<file path="src/rtl/mips_sim_pkg.sv">
// mips_sim_pkg: shared run-state encoding and constants for the MIPS_MC run monitor.
package mips_sim_pkg;
   typedef enum logic [2:0] {HOLD, RUN, PASS, FAIL, TMO} run_state_t;
   localparam int PASS_VALUE = 1;
   localparam logic [31:0] TOHOST_DEFAULT = 32'h0000_00FC;
endpackage

</file>
<file path="src/rtl/wr_log_buf.sv">
// wr_log_buf: keeps the first N_WATCH writes; later writes are dropped once full.
module wr_log_buf #(
   parameter int N_WATCH = 4,
   parameter int ADDR_W  = 32,
   parameter int DATA_W  = 32
) (
   input  logic                       clk,
   input  logic                       reset,
   input  logic                       wr_en,
   input  logic [ADDR_W-1:0]          wr_addr,
   input  logic [DATA_W-1:0]          wr_data,
   input  logic [$clog2(N_WATCH)-1:0] rd_idx,
   output logic                       full,
   output logic [ADDR_W-1:0]          rd_addr,
   output logic [DATA_W-1:0]          rd_data,
   output logic                       rd_valid
);
   logic [ADDR_W-1:0]          addr_q [N_WATCH];
   logic [ADDR_W-1:0]          addr_d [N_WATCH];
   logic [DATA_W-1:0]          data_q [N_WATCH];
   logic [DATA_W-1:0]          data_d [N_WATCH];
   logic [N_WATCH-1:0]         valid_q, valid_d;
   logic [$clog2(N_WATCH)-1:0] ptr_q, ptr_d;

   // Entries fill in order, so the log is full exactly when every slot is valid.
   assign full     = &valid_q;
   assign rd_addr  = addr_q[rd_idx];
   assign rd_data  = data_q[rd_idx];
   assign rd_valid = valid_q[rd_idx];

   always_comb begin
      addr_d  = addr_q;
      data_d  = data_q;
      valid_d = valid_q;
      ptr_d   = ptr_q;
      if (wr_en && !full) begin
         addr_d[ptr_q]  = wr_addr;
         data_d[ptr_q]  = wr_data;
         valid_d[ptr_q] = 1'b1;
         ptr_d          = ptr_q + 1'b1;
      end
   end

   always_ff @(posedge clk) begin
      if (reset) begin
         addr_q  <= '{default: '0};
         data_q  <= '{default: '0};
         valid_q <= '0;
         ptr_q   <= '0;
      end else begin
         addr_q  <= addr_d;
         data_q  <= data_d;
         valid_q <= valid_d;
         ptr_q   <= ptr_d;
      end
   end
endmodule

</file>
<file path="src/rtl/mips_run_monitor.sv">
// mips_run_monitor: sequences MIPS_MC reset, watches data-memory stores and ends the run
// on a tohost store (pass/fail) or a cycle timeout.
module mips_run_monitor
   import mips_sim_pkg::*;
#(
   parameter int                ADDR_W      = 32,
   parameter int                DATA_W      = 32,
   parameter int                RST_CYCLES  = 2,
   parameter int                MAX_CYCLES  = 604,
   parameter logic [ADDR_W-1:0] TOHOST_ADDR = ADDR_W'(TOHOST_DEFAULT),
   parameter int                N_WATCH     = 4,
   parameter int                CNT_W       = 16
) (
   input  logic                       clk,
   input  logic                       reset,
   input  logic                       mem_we,
   input  logic [ADDR_W-1:0]          mem_addr,
   input  logic [DATA_W-1:0]          mem_wdata,
   output logic                       dut_reset,
   output logic                       running,
   output logic                       done,
   output logic                       pass,
   output logic                       fail,
   output logic                       timeout,
   output logic [DATA_W-2:0]          fail_code,
   output logic [CNT_W-1:0]           cycle_count,
   output logic [CNT_W-1:0]           write_count,
   output logic                       log_overflow,
   input  logic [$clog2(N_WATCH)-1:0] log_rd_idx,
   output logic [ADDR_W-1:0]          log_rd_addr,
   output logic [DATA_W-1:0]          log_rd_data,
   output logic                       log_valid
);
   localparam int HW = $clog2(RST_CYCLES) + 1;
   localparam logic [HW-1:0]    HOLD_LAST = HW'(RST_CYCLES - 1);
   localparam logic [CNT_W-1:0] CYC_LAST  = CNT_W'(MAX_CYCLES - 1);

   run_state_t        state_q, state_d;
   logic [HW-1:0]     hold_q, hold_d;
   logic [CNT_W-1:0]  cycle_q, cycle_d, wcnt_q, wcnt_d;
   logic              pass_q, pass_d, fail_q, fail_d, tmo_q, tmo_d, ovf_q, ovf_d;
   logic [DATA_W-2:0] code_q, code_d;
   logic              in_run, tohost, store, log_we, log_full;

   assign in_run = state_q == RUN;
   assign tohost = in_run && mem_we && mem_addr == TOHOST_ADDR;
   assign store  = in_run && mem_we && mem_addr != TOHOST_ADDR;

   always_comb begin
      state_d = state_q;
      hold_d  = hold_q;
      cycle_d = cycle_q;
      wcnt_d  = wcnt_q;
      pass_d  = pass_q;
      fail_d  = fail_q;
      tmo_d   = tmo_q;
      ovf_d   = ovf_q;
      code_d  = code_q;
      log_we  = 1'b0;
      if (state_q == HOLD) begin
         hold_d  = hold_q + 1'b1;
         state_d = hold_q == HOLD_LAST ? RUN : HOLD;
      end else if (in_run) begin
         // A tohost store takes priority over a timeout landing in the same cycle.
         if (tohost) begin
            if (mem_wdata == DATA_W'(PASS_VALUE)) begin
               state_d = PASS;
               pass_d  = 1'b1;
            end else begin
               state_d = FAIL;
               fail_d  = 1'b1;
               code_d  = mem_wdata[DATA_W-1:1];
            end
         end else if (cycle_q == CYC_LAST) begin
            state_d = TMO;
            tmo_d   = 1'b1;
         end else begin
            cycle_d = cycle_q + 1'b1;
         end
         if (store) begin
            wcnt_d = &wcnt_q ? wcnt_q : wcnt_q + 1'b1;
            log_we = !log_full;
            ovf_d  = ovf_q | log_full;
         end
      end
   end

   always_ff @(posedge clk) begin
      if (reset) begin
         state_q <= HOLD;
         hold_q  <= '0;
         cycle_q <= '0;
         wcnt_q  <= '0;
         pass_q  <= 1'b0;
         fail_q  <= 1'b0;
         tmo_q   <= 1'b0;
         ovf_q   <= 1'b0;
         code_q  <= '0;
      end else begin
         state_q <= state_d;
         hold_q  <= hold_d;
         cycle_q <= cycle_d;
         wcnt_q  <= wcnt_d;
         pass_q  <= pass_d;
         fail_q  <= fail_d;
         tmo_q   <= tmo_d;
         ovf_q   <= ovf_d;
         code_q  <= code_d;
      end
   end

   assign dut_reset    = state_q == HOLD;
   assign running      = in_run;
   assign done         = state_q == PASS || state_q == FAIL || state_q == TMO;
   assign pass         = pass_q;
   assign fail         = fail_q;
   assign timeout      = tmo_q;
   assign fail_code    = code_q;
   assign cycle_count  = cycle_q;
   assign write_count  = wcnt_q;
   assign log_overflow = ovf_q;

   wr_log_buf #(
      .N_WATCH(N_WATCH),
      .ADDR_W (ADDR_W),
      .DATA_W (DATA_W)
   ) u_log (
      .clk     (clk),
      .reset   (reset),
      .wr_en   (log_we),
      .wr_addr (mem_addr),
      .wr_data (mem_wdata),
      .rd_idx  (log_rd_idx),
      .full    (log_full),
      .rd_addr (log_rd_addr),
      .rd_data (log_rd_data),
      .rd_valid(log_valid)
   );
endmodule

</file>
<file path="config.mk">
export PLATFORM = sky130hd
export DESIGN_NAME = mips_run_monitor
export DESIGN_NICKNAME = d
export VERILOG_FILES = /design/src/rtl/mips_sim_pkg.sv /design/src/rtl/wr_log_buf.sv /design/src/rtl/mips_run_monitor.sv
export SDC_FILE = /design/constraint.sdc
export NUM_CORES = 1
export LEC_CHECK = 0
export CAP_MARGIN = 10
export CORE_MARGIN = 8
export CORE_UTILIZATION = 40
export CTS_CLUSTER_DIAMETER = 60
export CTS_CLUSTER_SIZE = 40
export DETAILED_ROUTE_END_ITERATION = 7
export SYNTH_ARGS = -nofsm -noshare
export SYNTH_HDL_FRONTEND = slang
export SYNTH_HIERARCHICAL = 1
export SYNTH_SLANG_ARGS = --single-unit
</file>
<file path="constraint.sdc">
create_clock -name clk -period 3.5 [get_ports clk]
set_input_delay 0.875 -clock clk [delete_from_list [all_inputs] [get_ports clk]]
set_output_delay 0.875 -clock clk [all_outputs]
set_load 0.1 [all_outputs]
</file>
Yosys cells after proc, flatten, opt, wreduce, memory -nomap -nowiden:

Cells that the tools add are included.

* add/subtract/negate cells: 4
* $lt $le $gt $ge: 6
* equal/unequal tests: 9
* multiplexer cells: 23
* bitwise gates (word level): 9
* reduce and logical (&&, ||, !) cells: 21

Operators with widths (count)
* $bwmux 128: 2
* $mux 32: 5
* $bmux 32 s2: 2
* $demux 32 s2: 1
* $add 16x1->16 const B: 2
* $eq 32x1->1 const B: 1
* $eq 32x8->1 const B: 1
* $ne 32x8->1 const B: 1
* $reduce_and 4->1: 6
* $eq 16x10->1 const B: 1
* $reduce_and 16->1: 1
* $mux 3: 4
* $mux 1: 7
* $eq 3x2->1 const B: 2
* $ge 3x3->1 const B: 2
* $logic_and 1x1->1: 6
* $lt 2x3->1 const B: 2
* $not 2->3: 2
* $not 1->1: 5
* $add 2x1->2 const B: 2
* $or 4x4->4: 1
* $eq 3x1->1 const B: 1
* $eq 3x3->1 const B: 1
* $logic_not 3->1: 1
* other kinds (12): 13

* register bits after elaboration: 334
* input bits: 69
* output and inout port bits: 135

Longest topological paths before layout:

Gate-level depths: netlist of run 1.

* word-level depth: 7
* mapped depth: 14

Cells and area by module:

Netlist of run 1, hierarchy kept.

Modules (own cells, without submodules)
* wr_log_buf: times used 1, cells each 1012, area each 12000.3 um2
* mips_run_monitor: times used 1, cells each 406, area each 3651.0 um2

Worst setup path before layout of run 1:

No wires, ideal clock.

* path kind: register to register
* start point: register state_q[1]
* end point: register wcnt_q[12] (netlist: write_count[12])
* library setup time: 0.121 ns
* arrival time: 3.669 ns
* data required time: 3.379 ns
* slack: -0.289 ns
* cell stages (with the launch flop): 6
* buffers on the path: 1
* period minus slack after synthesis: 3.789 ns
* cells stage by stage: dfxtp_1 > nor3_1 > or4_1 > clkbuf_1 > nor4_1 > mux2_2

RTL lines
* from (decl): RTL line mips_run_monitor.sv:38 `run_state_t state_q, state_d;`
* from (signal assigned): RTL line mips_run_monitor.sv:100 `state_q <= state_d;`
* $logic_not 3->1
* named net dut_reset: RTL line mips_run_monitor.sv:19 `output logic dut_reset,`
* $not 1->1 (no source line)
* $reduce_and 4->1 (no source line)
* to (signal assigned): RTL line mips_run_monitor.sv:103 `wcnt_q <= wcnt_d;`
* to (decl): RTL line mips_run_monitor.sv:40 `logic [CNT_W-1:0] cycle_q, cycle_d, wcnt_q, wcnt_d;`

The timed path passes the listed nets, and every way through them passes these cells.
A chain may end at the register's enable or synchronous reset.

Worst setup path after layout of run 1:

* start point: input port log_rd_idx[0]
* end point: output port log_rd_data[22]

* longest elaborated chain between the ends: 4

Ends and longest elaborated chain
* from (decl): RTL line mips_run_monitor.sv:29 `input logic [$clog2(N_WATCH)-1:0] log_rd_idx,`
* $not 2->3 (not written as such): RTL line wr_log_buf.sv:28 `assign rd_data = data_q[rd_idx];`
* $bmux 32 s2: RTL line wr_log_buf.sv:28
* $mux 32 (not written as such) (2 in series): RTL line wr_log_buf.sv:28
* to (decl): RTL line mips_run_monitor.sv:31 `output logic [DATA_W-1:0] log_rd_data,`

Every way passes these cells. The select of a mux whose other input is x is not followed.

==> flow_metrics.env, run 1 <==
export IMPL_path_max_fanout=15
export IMPL_initial_core_util=0.4050
export IMPL_crit_path_top_delay_cell="mux4_2"
export IMPL_irDropWorstVdd_mv=0.4441
export IMPL_nFillCells=3403
export IMPL_nNetsFinal=1678
export IMPL_critPathKind="in2out"
export IMPL_drt_iter0_drc=598
export IMPL_cts_path_max_buffers=3
export IMPL_syn_area_um2=15650
export IMPL_grt_usage=0.1737
export IMPL_cp_slowest_stage_delay_ns=0.58
export IMPL_combPwrFrac=0.142
export IMPL_r2r_slack_ns=0.75
export IMPL_timing_final_hold_violations=0
export IMPL_power_density_nw_per_um2=434.6
export IMPL_antenna_found_initial=3
export IMPL_die_area_um2=45710
export IMPL_crit_top_cell="buf_12"
export IMPL_fmax_mhz=331.1
export IMPL_yosysSeqAreaShare=0.4272
export IMPL_path_cells="buf_4, buf_12, mux4_2, buf_12"
export IMPL_yosys_warnings=6
export IMPL_post_cts_setup_buffers=0
export IMPL_rr_endpoint="u_log/addr_q[13]$_SDFFE_PP0P_"
export IMPL_place_gp_congestion=0.7939
export IMPL_wl_um=40680
export IMPL_p_leak_nw=8.241
export IMPL_wl_per_cell_um=18.96
export IMPL_rows=72
export IMPL_min_to="timeout$_SDFFE_PP0P_"
export IMPL_r2r_cells=9
export IMPL_synth_simple_area_share=0.2110
export IMPL_worst_pin_slew_ns=0.8693
export IMPL_power_frac_seq=0.459
export IMPL_synth_mux_area_frac=0.2808
export IMPL_p_int_mw=6.179
export IMPL_multiInputGateArea_um2=8273
export IMPL_hold_buffers=0
export IMPL_ys_types=53
export IMPL_gr_total_overflow=0
export IMPL_ioPinCount=204
export IMPL_crit_path_start_kind="primary input"
export IMPL_hp_start="timeout$_SDFFE_PP0P_"
export IMPL_fin_skew_ns=0.02931
export IMPL_cap_violations=0
export IMPL_grt_pass1_wl_um=63780
export IMPL_regArea_um2=6686
export IMPL_synthFlopType="dfxtp_1"
export IMPL_synth_adder_area_share=0.005596
export IMPL_synthArstFlopShare=0
export IMPL_grt_setup_unrepaired="false"
export IMPL_synth_top_family_by_area="multiplexers"
export IMPL_post_route_period_util=0.8629
export IMPL_avgSynthCellArea_um2=11.04
export IMPL_status="completed"
export IMPL_synthCells=1418
export IMPL_clock_latency_ns=0.57
export IMPL_ys_ff_latch=334
export IMPL_syn_to_final_growth_pct=26.93
export IMPL_synth_compound_area_frac=0.02742
export IMPL_synth_xor_xnor_area_share=0.0005596
export IMPL_finalSetupViolCount=0
export IMPL_synth_edf_count=0
export IMPL_p_clk_frac=0.399
export IMPL_portBuffers=203
export IMPL_place_area_um2=18830
export IMPL_crit_required_ns=2.62
export IMPL_maxSlewHeadroom=0.4183
export IMPL_worstHoldPathCells=2
export IMPL_switching_share=0.2843
export IMPL_slew_violations=0
export IMPL_vias_per_cell=5.063
export IMPL_cts_repair_resized=0
export IMPL_reg2reg_from="state_q[2]$_SDFFE_PP0P_"
export IMPL_final_area_um2=19870
export IMPL_cts_tree="yes"
export IMPL_die_w_um=213.8
export IMPL_dr_pass1_iters=4
export IMPL_cp_arrival_ns=2.15
export IMPL_numCtsBuffers=30
export IMPL_core_region_area_um2=38650
export IMPL_place_hpwl_um=28430
export IMPL_crit_path_end_kind="primary output"
export IMPL_dr_total_vias=10870
export IMPL_drc=0
export IMPL_grt_max_degree=179
export IMPL_clk_pin_slew_ns=0.07
export IMPL_fin_crit_ns=3.020
export IMPL_hold_class="reg2reg"
export IMPL_drtAntennaViolNets=0
export IMPL_drive_gt1_frac=0.2060
export IMPL_clock_root_buffer="clkbuf_16"
export IMPL_grt_pass1_vias=11220
export IMPL_timing_setup_tns_ns=0
export IMPL_cts_max_level=1
export IMPL_die_y_um=213.8
export IMPL_syn_num_nets=1494
export IMPL_clock_sinks=334
export IMPL_power_switching_mw=2.454
layout by cell type, fill, tap and decap left out, types with 4 or more instances in the layout:
master / instances
buf_4: 105
nand3_1: 8
nand4_1: 14
nor2b_1: 4
mux2_2: 4
nand2_1: 21
mux2i_1: 288
a21oi_1: 37
clkbuf_16: 30
nor4_1: 17
nand2b_1: 386
and4_1: 4
inv_8: 10
mux4_2: 64
buf_12: 86
o31ai_1: 18
or4_1: 22
inv_1: 11
nor2_1: 22
ha_1: 7
o21ai_0: 7
dfxtp_1: 334
inv_6: 5
clkdlybuf4s50_1: 65
or3_1: 5
kinds of logic (layout without fill, tap and decap cells):
logic type	after synthesis	in the layout
simple gates	531	531
mux	357	357
flops	334	334
buf+inv	117	325
compound gates	71	71
fa+ha+maj	7	7
xor+xnor	1	1
other cells	0	2
layout make-up:
cell class,instances,area share
Clock buffer,32,0.03867
Inverter,12,0.002267
Clock inverter,24,0.01335
Antenna cell,2,0.0002519
Sequential cell,334,0.3366
Multi-Input combinational cell,967,0.4164
Tap cell,518,0.03262
Timing Repair Buffer,257,0.1598
how the worst max path moves through the flow:
stage / from / to / slack [ns] / depth (start not counted)
2_1_floorplan: mem_addr[26] / u_log/addr_q[64]$_SDFFE_PP0P_ / 0.53 / 11
3_3_place_gp: mem_addr[25] / u_log/addr_q[88]$_SDFFE_PP0P_ / 0.07 / 8
3_5_place_dp: mem_addr[25] / u_log/addr_q[5]$_SDFFE_PP0P_ / 0.007 / 8
4_1_cts: log_rd_idx[0] / log_rd_data[5] / 0.44 / 4
5_1_grt: log_rd_idx[0] / log_valid / 0.40 / 4
6_report: log_rd_idx[0] / log_rd_data[22] / 0.48 / 4
per-layer routing:
| layer | share of wire | wire length [um] | GRT usage | vias up |
|---|---|---|---|---|
| li1 | - | - | - | 5359 |
| met1 | 0.47 | 19040 | 0.2346 | 5295 |
| met2 | 0.48 | 19330 | 0.2914 | 176 |
| met3 | 0.044 | 1779 | 0.02982 | 34 |
| met4 | 0.013 | 521 | 0.03214 | 2 |
| met5 | 0.00022 | 9 | 0 | - |
stage by stage:
step	hold WS, ns	total power, mW	setup slack [ns]	util	std cells
6_report	0.4547	8.633	0.4797	0.5141	2146
3_3_place_gp	0.4442	5.269	0.07388	0.4872	2088
3_5_place_dp	0.4458	5.285	0.007395	0.4872	2088
5_1_grt	0.4770	8.971	0.4036	0.5141	2146
4_1_cts	0.4581	8.738	0.4395	0.5139	2144
2_1_floorplan	0.4455	4.873	0.5289	-	1418
flip-flops by register name, indices dropped and copies added (netlist names):
register and cells:
fail_code 31, u_log/addr_q 128, state_q 3, u_log/data_q 128
cycle_count 16, write_count 16, log_overflow 1, u_log/ptr_q 2
u_log/valid_q 4, hold_q 2, timeout 1, pass 1
fail 1
worst max-delay path: cells and delay by family:
family / cells / cell delay [ns]
muxes: 1 / 0.58
buffers and inverters: 3 / 0.67
synthesized netlist by cell type (2+ instances only):
cell	count	area, um2
nand2b_1	386	2415
o21ai_0	7	35.03
mux2_2	4	45.04
ha_1	7	87.58
o31ai_1	18	135.1
or4b_1	2	20.02
nor3_1	2	10.01
nor4b_1	2	17.52
buf_4	17	127.6
nand4_1	14	87.58
buf_2	16	80.08
clkbuf_8	3	41.29
or3_1	5	31.28
buf_12	3	60.06
nor2b_1	5	31.28
and3_1	4	25.02
nor2_1	22	82.58
a21oi_1	37	185.2
and4_1	4	35.03
a21o_1	2	15.01
nand2_1	21	78.83
inv_1	11	41.29
buf_6	18	202.7
nor4_1	17	106.4
clkbuf_1	47	176.4
or4_1	22	165.2
mux4_2	64	1441
o21ba_2	2	20.02
nand3_1	12	60.06
dfxtp_1	334	6686
mux2i_1	288	2883
power groups by stage:
stage	registers, mW	clock network [mW]	logic (mW)
after CTS	3.96	3.54	1.24
final	3.96	3.45	1.23
after global placement	4.04	0	1.23
after global routing	3.97	3.70	1.30
after floorplan	4.07	0	0.805
after detailed placement	4.05	0	1.24
Power figures use the tool's default switching activity.
==> run 2, diff against run 1 <==
--- a/config.mk
+++ b/config.mk
@@ -13,5 +13,4 @@
 export DETAILED_ROUTE_END_ITERATION = 7
 export SYNTH_ARGS = -nofsm -noshare
 export SYNTH_HDL_FRONTEND = slang
-export SYNTH_HIERARCHICAL = 1
 export SYNTH_SLANG_ARGS = --single-unit
==> run 2 against run 1 <==
  * Non-clock buffer count increased by 25
  * First-iteration DRC count grew 34%
  * Worst hold slack got worse by 0.00070 ns
  * Critical path type unchanged
  * Largest power group unchanged
  * Design area fell by 5.3%
  * Area after synthesis is 8.4% lower
  * Setup slack worse by 0.067 ns
==> flow_metrics.env, run 2 <==
export IMPL_dr_total_vias=12220
export IMPL_clock_root_buffer="clkbuf_16"
export IMPL_ys_ff_latch=334
export IMPL_synth_compound_area_frac=0.1191
export IMPL_layout_commonest_cell="nand2_1"
export IMPL_synth_adder_area_share=0.006110
export IMPL_r2r_cells=6
export IMPL_power_density_nw_per_um2=440.8
export IMPL_place_gp_congestion=0.8078
export IMPL_clock_latency_ns=0.54
export IMPL_critPathKind="in2out"
export IMPL_layout_common_cells="nand2_1, dfxtp_1, a21oi_1, buf_4, buf_12"
export IMPL_finalSetupViolCount=0
export IMPL_dr_pass1_iters=5
export IMPL_post_route_period_util=0.8821
export IMPL_status="completed"
export IMPL_crit_path_start_kind="primary input"
export IMPL_die_y_um=205.3
export IMPL_crit_path_top_delay_cell="mux4_2"
export IMPL_post_place_ws_ns=0.1008
export IMPL_crit_path_end_kind="primary output"
export IMPL_crit_end="log_rd_data[6]"
export IMPL_gr_total_overflow=0
export IMPL_cts_max_level=1
export IMPL_timing_setup_tns_ns=0
export IMPL_wl_um=42860
export IMPL_grt_setup_unrepaired="false"
export IMPL_synthCells=1637
export IMPL_initial_core_util=0.4050
export IMPL_synthArstFlopShare=0
export IMPL_drtAntennaViolNets=0
export IMPL_p_total_mw=8.292
export IMPL_synth_mux_area_frac=0.1314
export IMPL_die_w_um=205.3
export IMPL_crit_top_cell="buf_4"
export IMPL_synth_top_area_share=0.4664
export IMPL_slew_violations=0
export IMPL_fin_skew_ns=0.01247
export IMPL_drc=0
export IMPL_antenna_found_initial=0
export IMPL_synthTopCellsByArea="dfxtp_1, nand2_1, mux4_2"
export IMPL_hold_buffers=0
export IMPL_yosysSeqAreaShare=0.4664
export IMPL_grt_pass1_wl_um=67920
export IMPL_antenna_cells=0
export IMPL_place_area_um2=17920
export IMPL_numCtsBuffers=27
export IMPL_synth_edf_count=0
export IMPL_maxSlewHeadroom=0.5297
export IMPL_grt_max_degree=104
export IMPL_place_hpwl_um=28600
export IMPL_die_area_um2=42150
export IMPL_wl_per_cell_um=18.60
export IMPL_setup_ws_ns=0.4126
export IMPL_synth_top_area_cell="dfxtp_1"
export IMPL_grt_usage=0.1990
export IMPL_ioPinCount=204
export IMPL_p_leak_nw=6.408
export IMPL_synth_xor_xnor_area_share=0.001222
export IMPL_path_max_fanout=14
export IMPL_cap_violations=0
export IMPL_avgSynthCellArea_um2=8.757
export IMPL_cts_repair_resized=0
export IMPL_final_area_um2=18810
export IMPL_vias_per_cell=5.304
export IMPL_drive_gt1_frac=0.1932
export IMPL_reg2reg_from="state_q[0]$_SDFFE_PP0P_"
export IMPL_cp_slowest_stage_delay_ns=0.65
export IMPL_synth_common_cells="nand2_1, dfxtp_1, a21oi_1"
export IMPL_syn_to_final_growth_pct=31.22
export IMPL_fin_crit_ns=3.087
export IMPL_yosys_warnings=0
export IMPL_cp_arrival_ns=2.21
export IMPL_setup_worst_path_start="log_rd_idx[0]"
export IMPL_grt_pass1_vias=12040
export IMPL_irDropWorstVdd_mv=0.3572
export IMPL_cts_path_max_buffers=3
export IMPL_worst_pin_slew_ns=0.7029
export IMPL_hold_class="reg2reg"
export IMPL_crit_required_ns=2.62
export IMPL_fmax_mhz=323.9
export IMPL_portBuffers=203
export IMPL_core_region_area_um2=35400
export IMPL_synth_simple_area_share=0.2280
export IMPL_ys_types=54
export IMPL_syn_area_um2=14330
export IMPL_rr_endpoint="cycle_count[15]$_SDFFE_PP0P_"
export IMPL_clock_sinks=334
export IMPL_clk_pin_slew_ns=0.08
export IMPL_post_cts_setup_buffers=0
export IMPL_synth_most_common_cell="nand2_1"
export IMPL_path_cells="buf_4, buf_4, mux4_2, buf_12"
export IMPL_synth_top_family_by_area="simple AND/OR/NAND/NOR gates"
export IMPL_cts_tree="yes"
export IMPL_nNetsFinal=1900
export IMPL_timing_final_hold_violations=0
export IMPL_drt_iter0_drc=801
export IMPL_r2r_slack_ns=1.06
export IMPL_synthFlopType="dfxtp_1"
export IMPL_syn_num_nets=1713
export IMPL_rows=69
run 2: cells by family (layout without fill, tap and decap cells):
family | Yosys count | in the layout
compound gates | 324 | 324
xor+xnor | 2 | 2
fa+ha+maj | 7 | 7
buf+inv | 133 | 339
flops | 334 | 334
mux | 105 | 105
simple gates | 732 | 732
run 2: layout make-up:
cell class / instances / area [um2]
fill: 3217 / 16590
multi-input combinational: 1170 / 7027
sequential: 334 / 6686
timing repair buffer: 282 / 3601
clock buffer: 28 / 679.4
tap: 461 / 576.8
clock inverter: 20 / 206.4
inverter: 9 / 33.78
run 2: stage by stage:
| step | utilization | hold slack [ns] | instances |
|---|---|---|---|
| floorplan | - | 0.4331 | 1637 |
| global placement | 0.5064 | 0.4384 | 2256 |
| detailed placement | 0.5064 | 0.4449 | 2256 |
| CTS | 0.5314 | 0.4563 | 2304 |
| global route | 0.5314 | 0.4686 | 2304 |
| finish | 0.5314 | 0.4540 | 2304 |
run 2: critical path: cells and delay by family:
kind | cells | cell delay (ns)
buffers and inverters | 3 | 0.67
multiplexers | 1 | 0.65
run 2: power breakdown:
part | switching [mW] | internal, mW | total [mW]
clock network | 1.59 | 1.50 | 3.09
logic | 0.759 | 0.476 | 1.24
registers | 0.0612 | 3.90 | 3.96
run 2: per-layer routing:
metal | up-vias | GRT usage | part of all wire
li1 | 5975 | - | -
met5 | - | 0 | 0
met4 | 0 | 0.04187 | 0.018
met3 | 39 | 0.03495 | 0.055
met1 | 5915 | 0.2592 | 0.43
met2 | 291 | 0.3419 | 0.49
run 2: worst min path at each step:
stage / startpoint / end / cells past startpoint
detailed placement: u_log.data_q[63]$_SDFFE_PP0P_ / u_log.data_q[63]$_SDFFE_PP0P_ / 2
CTS: u_log.data_q[14]$_SDFFE_PP0P_ / u_log.data_q[14]$_SDFFE_PP0P_ / 2
finish: u_log.data_q[110]$_SDFFE_PP0P_ / u_log.data_q[110]$_SDFFE_PP0P_ / 2
global placement: u_log.data_q[23]$_SDFFE_PP0P_ / u_log.data_q[23]$_SDFFE_PP0P_ / 2
floorplan: u_log.addr_q[32]$_SDFFE_PP0P_ / u_log.addr_q[32]$_SDFFE_PP0P_ / 2
global route: u_log.data_q[14]$_SDFFE_PP0P_ / u_log.data_q[14]$_SDFFE_PP0P_ / 2
==> run 3, diff against run 2 <==
--- a/config.mk
+++ b/config.mk
@@ -8,9 +8,9 @@
 export CAP_MARGIN = 10
 export CORE_MARGIN = 8
 export CORE_UTILIZATION = 40
-export CTS_CLUSTER_DIAMETER = 60
 export CTS_CLUSTER_SIZE = 40
 export DETAILED_ROUTE_END_ITERATION = 7
+export SKIP_LAST_GASP = 1
 export SYNTH_ARGS = -nofsm -noshare
 export SYNTH_HDL_FRONTEND = slang
 export SYNTH_SLANG_ARGS = --single-unit
==> run 3 against run 2 <==
  * First-iteration DRC count down 3.0%
  * Largest power group is now the clock network
  * Highest routed layer unchanged
  * Setup slack gained 0.022 ns
  * Sequential power about the same
  * Critical path type unchanged
  * Global-route usage is 0.23 points higher
  * Wire length grew 1.0%
  * Sequential cell count is the same
==> flow_metrics.env, run 3 (synthesis gave the netlist of run 2 again) <==
export IMPL_cp_slowest_stage_delay_ns=0.64
export IMPL_syn_to_final_growth_pct=34.01
export IMPL_drc=0
export IMPL_clock_root_buffer="clkbuf_16"
export IMPL_clk_pin_slew_ns=0.06
export IMPL_timing_final_hold_violations=0
export IMPL_wl_per_cell_um=18.64
export IMPL_crit_top_cell="buf_4"
export IMPL_drive_gt1_frac=0.1987
export IMPL_dr_pass1_iters=7
export IMPL_path_max_fanout=14
export IMPL_dr_total_vias=12350
export IMPL_hold_slack_ns=0.4506
export IMPL_worst_pin_slew_ns=0.6925
export IMPL_cap_violations=0
export IMPL_wl_um=43310
export IMPL_layout_commonest_cell="nand2_1"
export IMPL_post_route_period_util=0.8757
export IMPL_antenna_found_initial=0
export IMPL_grt_usage=0.2013
export IMPL_crit_family="buffers and inverters"
export IMPL_path_depth=4
export IMPL_grt_pass1_wl_um=68560
export IMPL_finalSetupViolCount=0
export IMPL_cts_path_max_buffers=3
export IMPL_nNetsFinal=1911
export IMPL_cts_max_level=2
export IMPL_vias_per_cell=5.316
export IMPL_critPathKind="in2out"
export IMPL_drt_iter0_drc=777
export IMPL_numCtsBuffers=38
export IMPL_power_density_nw_per_um2=482.2
export IMPL_grt_pass1_vias=12180
export IMPL_hold_class="reg2reg"
export IMPL_fin_crit_ns=3.065
export IMPL_cp_num_buf_inv=3
export IMPL_antenna_cells=0
export IMPL_clock_latency_ns=0.53
export IMPL_path_cells="buf_4, buf_4, mux4_2, buf_12"
export IMPL_hold_buffers=0
export IMPL_cp_arrival_ns=2.19
export IMPL_rows=69
export IMPL_cts_repair_resized=0
export IMPL_place_hpwl_um=28600
export IMPL_core_region_area_um2=35400
export IMPL_crit_path_top_delay_cell="mux4_2"
export IMPL_die_area_um2=42150
export IMPL_crit_required_ns=2.62
export IMPL_fin_skew_ns=0.02056
export IMPL_status="completed"
export IMPL_crit_path_end_kind="primary output"
export IMPL_post_cts_setup_buffers=0
export IMPL_portBuffers=203
export IMPL_timing_setup_tns_ns=0
export IMPL_clock_sinks=334
export IMPL_slew_violations=0
export IMPL_p_leak_nw=6.602
export IMPL_drtAntennaViolNets=0
export IMPL_maxSlewHeadroom=0.5367
export IMPL_irDropWorstVdd_mv=0.4021
export IMPL_layout_common_cells="nand2_1, dfxtp_1, a21oi_1, buf_4, buf_12"
export IMPL_worstHoldPathCells=2
export IMPL_r2r_cells=6
export IMPL_grt_setup_unrepaired="false"
export IMPL_fmax_mhz=326.3
export IMPL_initial_core_util=0.4050
export IMPL_grt_max_degree=104
export IMPL_die_w_um=205.3
export IMPL_ioPinCount=204
export IMPL_die_y_um=205.3
export IMPL_crit_path_start_kind="primary input"
export IMPL_cts_tree="yes"
export IMPL_gr_total_overflow=0
export IMPL_place_gp_congestion=0.8078
run 3: per-stage QoR:
| stage | setup slack, ns | power, mW | util | cell area (um2) | std cells |
|---|---|---|---|---|---|
| final | 0.4349 | 9.263 | 0.5427 | 19210 | 2323 |
| after floorplan | 0.04299 | 4.771 | - | 14340 | 1637 |
| after CTS | 0.4278 | 9.356 | 0.5427 | 19210 | 2323 |
| after global routing | 0.3895 | 9.590 | 0.5427 | 19210 | 2323 |
| after global placement | 0.1263 | 5.276 | 0.5064 | 17920 | 2256 |
| after detailed placement | 0.1008 | 5.295 | 0.5064 | 17920 | 2256 |
run 3: area by class of cell:
type	count	area, um2
clock buffer	55	1125
sequential	334	6686
fill	3168	16190
timing repair buffer	282	3601
tap	461	576.8
inverter	9	33.78
clock inverter	12	161.4
multi-input combinational	1170	7027
run 3: tightest hold or removal path, stage by stage (launching register included):
cell and delay [ns]:
dfxtp_1 0.30, nand2_1 0.05, a21oi_1 0.05
run 3: path summary, 6_finish.rpt:
kind                                                     start                        endpoint  slack [ns]
worst max register to register         state_q[0]$_SDFFE_PP0P_    cycle_count[15]$_SDFFE_PP0P_        1.05
worst min-delay path            u_log.data_q[110]$_SDFFE_PP0P_  u_log.data_q[110]$_SDFFE_PP0P_        0.45
worst max-delay path                             log_rd_idx[0]                  log_rd_data[2]        0.43
worst min register to register  u_log.data_q[110]$_SDFFE_PP0P_  u_log.data_q[110]$_SDFFE_PP0P_        0.45
run 3: layer usage:
layer | track usage | up-vias | share of wire
met5 | 0 | - | 0
met4 | 0.05336 | 0 | 0.021
met3 | 0.03448 | 58 | 0.052
met2 | 0.3420 | 324 | 0.49
met1 | 0.2616 | 5976 | 0.44
li1 | - | 5991 | -
run 3: power breakdown:
group | switching (mW) | leakage [nW] | internal (mW) | total [mW]
Clock | 1.60 | 0.625 | 2.46 | 4.06
Combinational | 0.760 | 3.28 | 0.476 | 1.24
Sequential | 0.0618 | 2.69 | 3.91 | 3.97
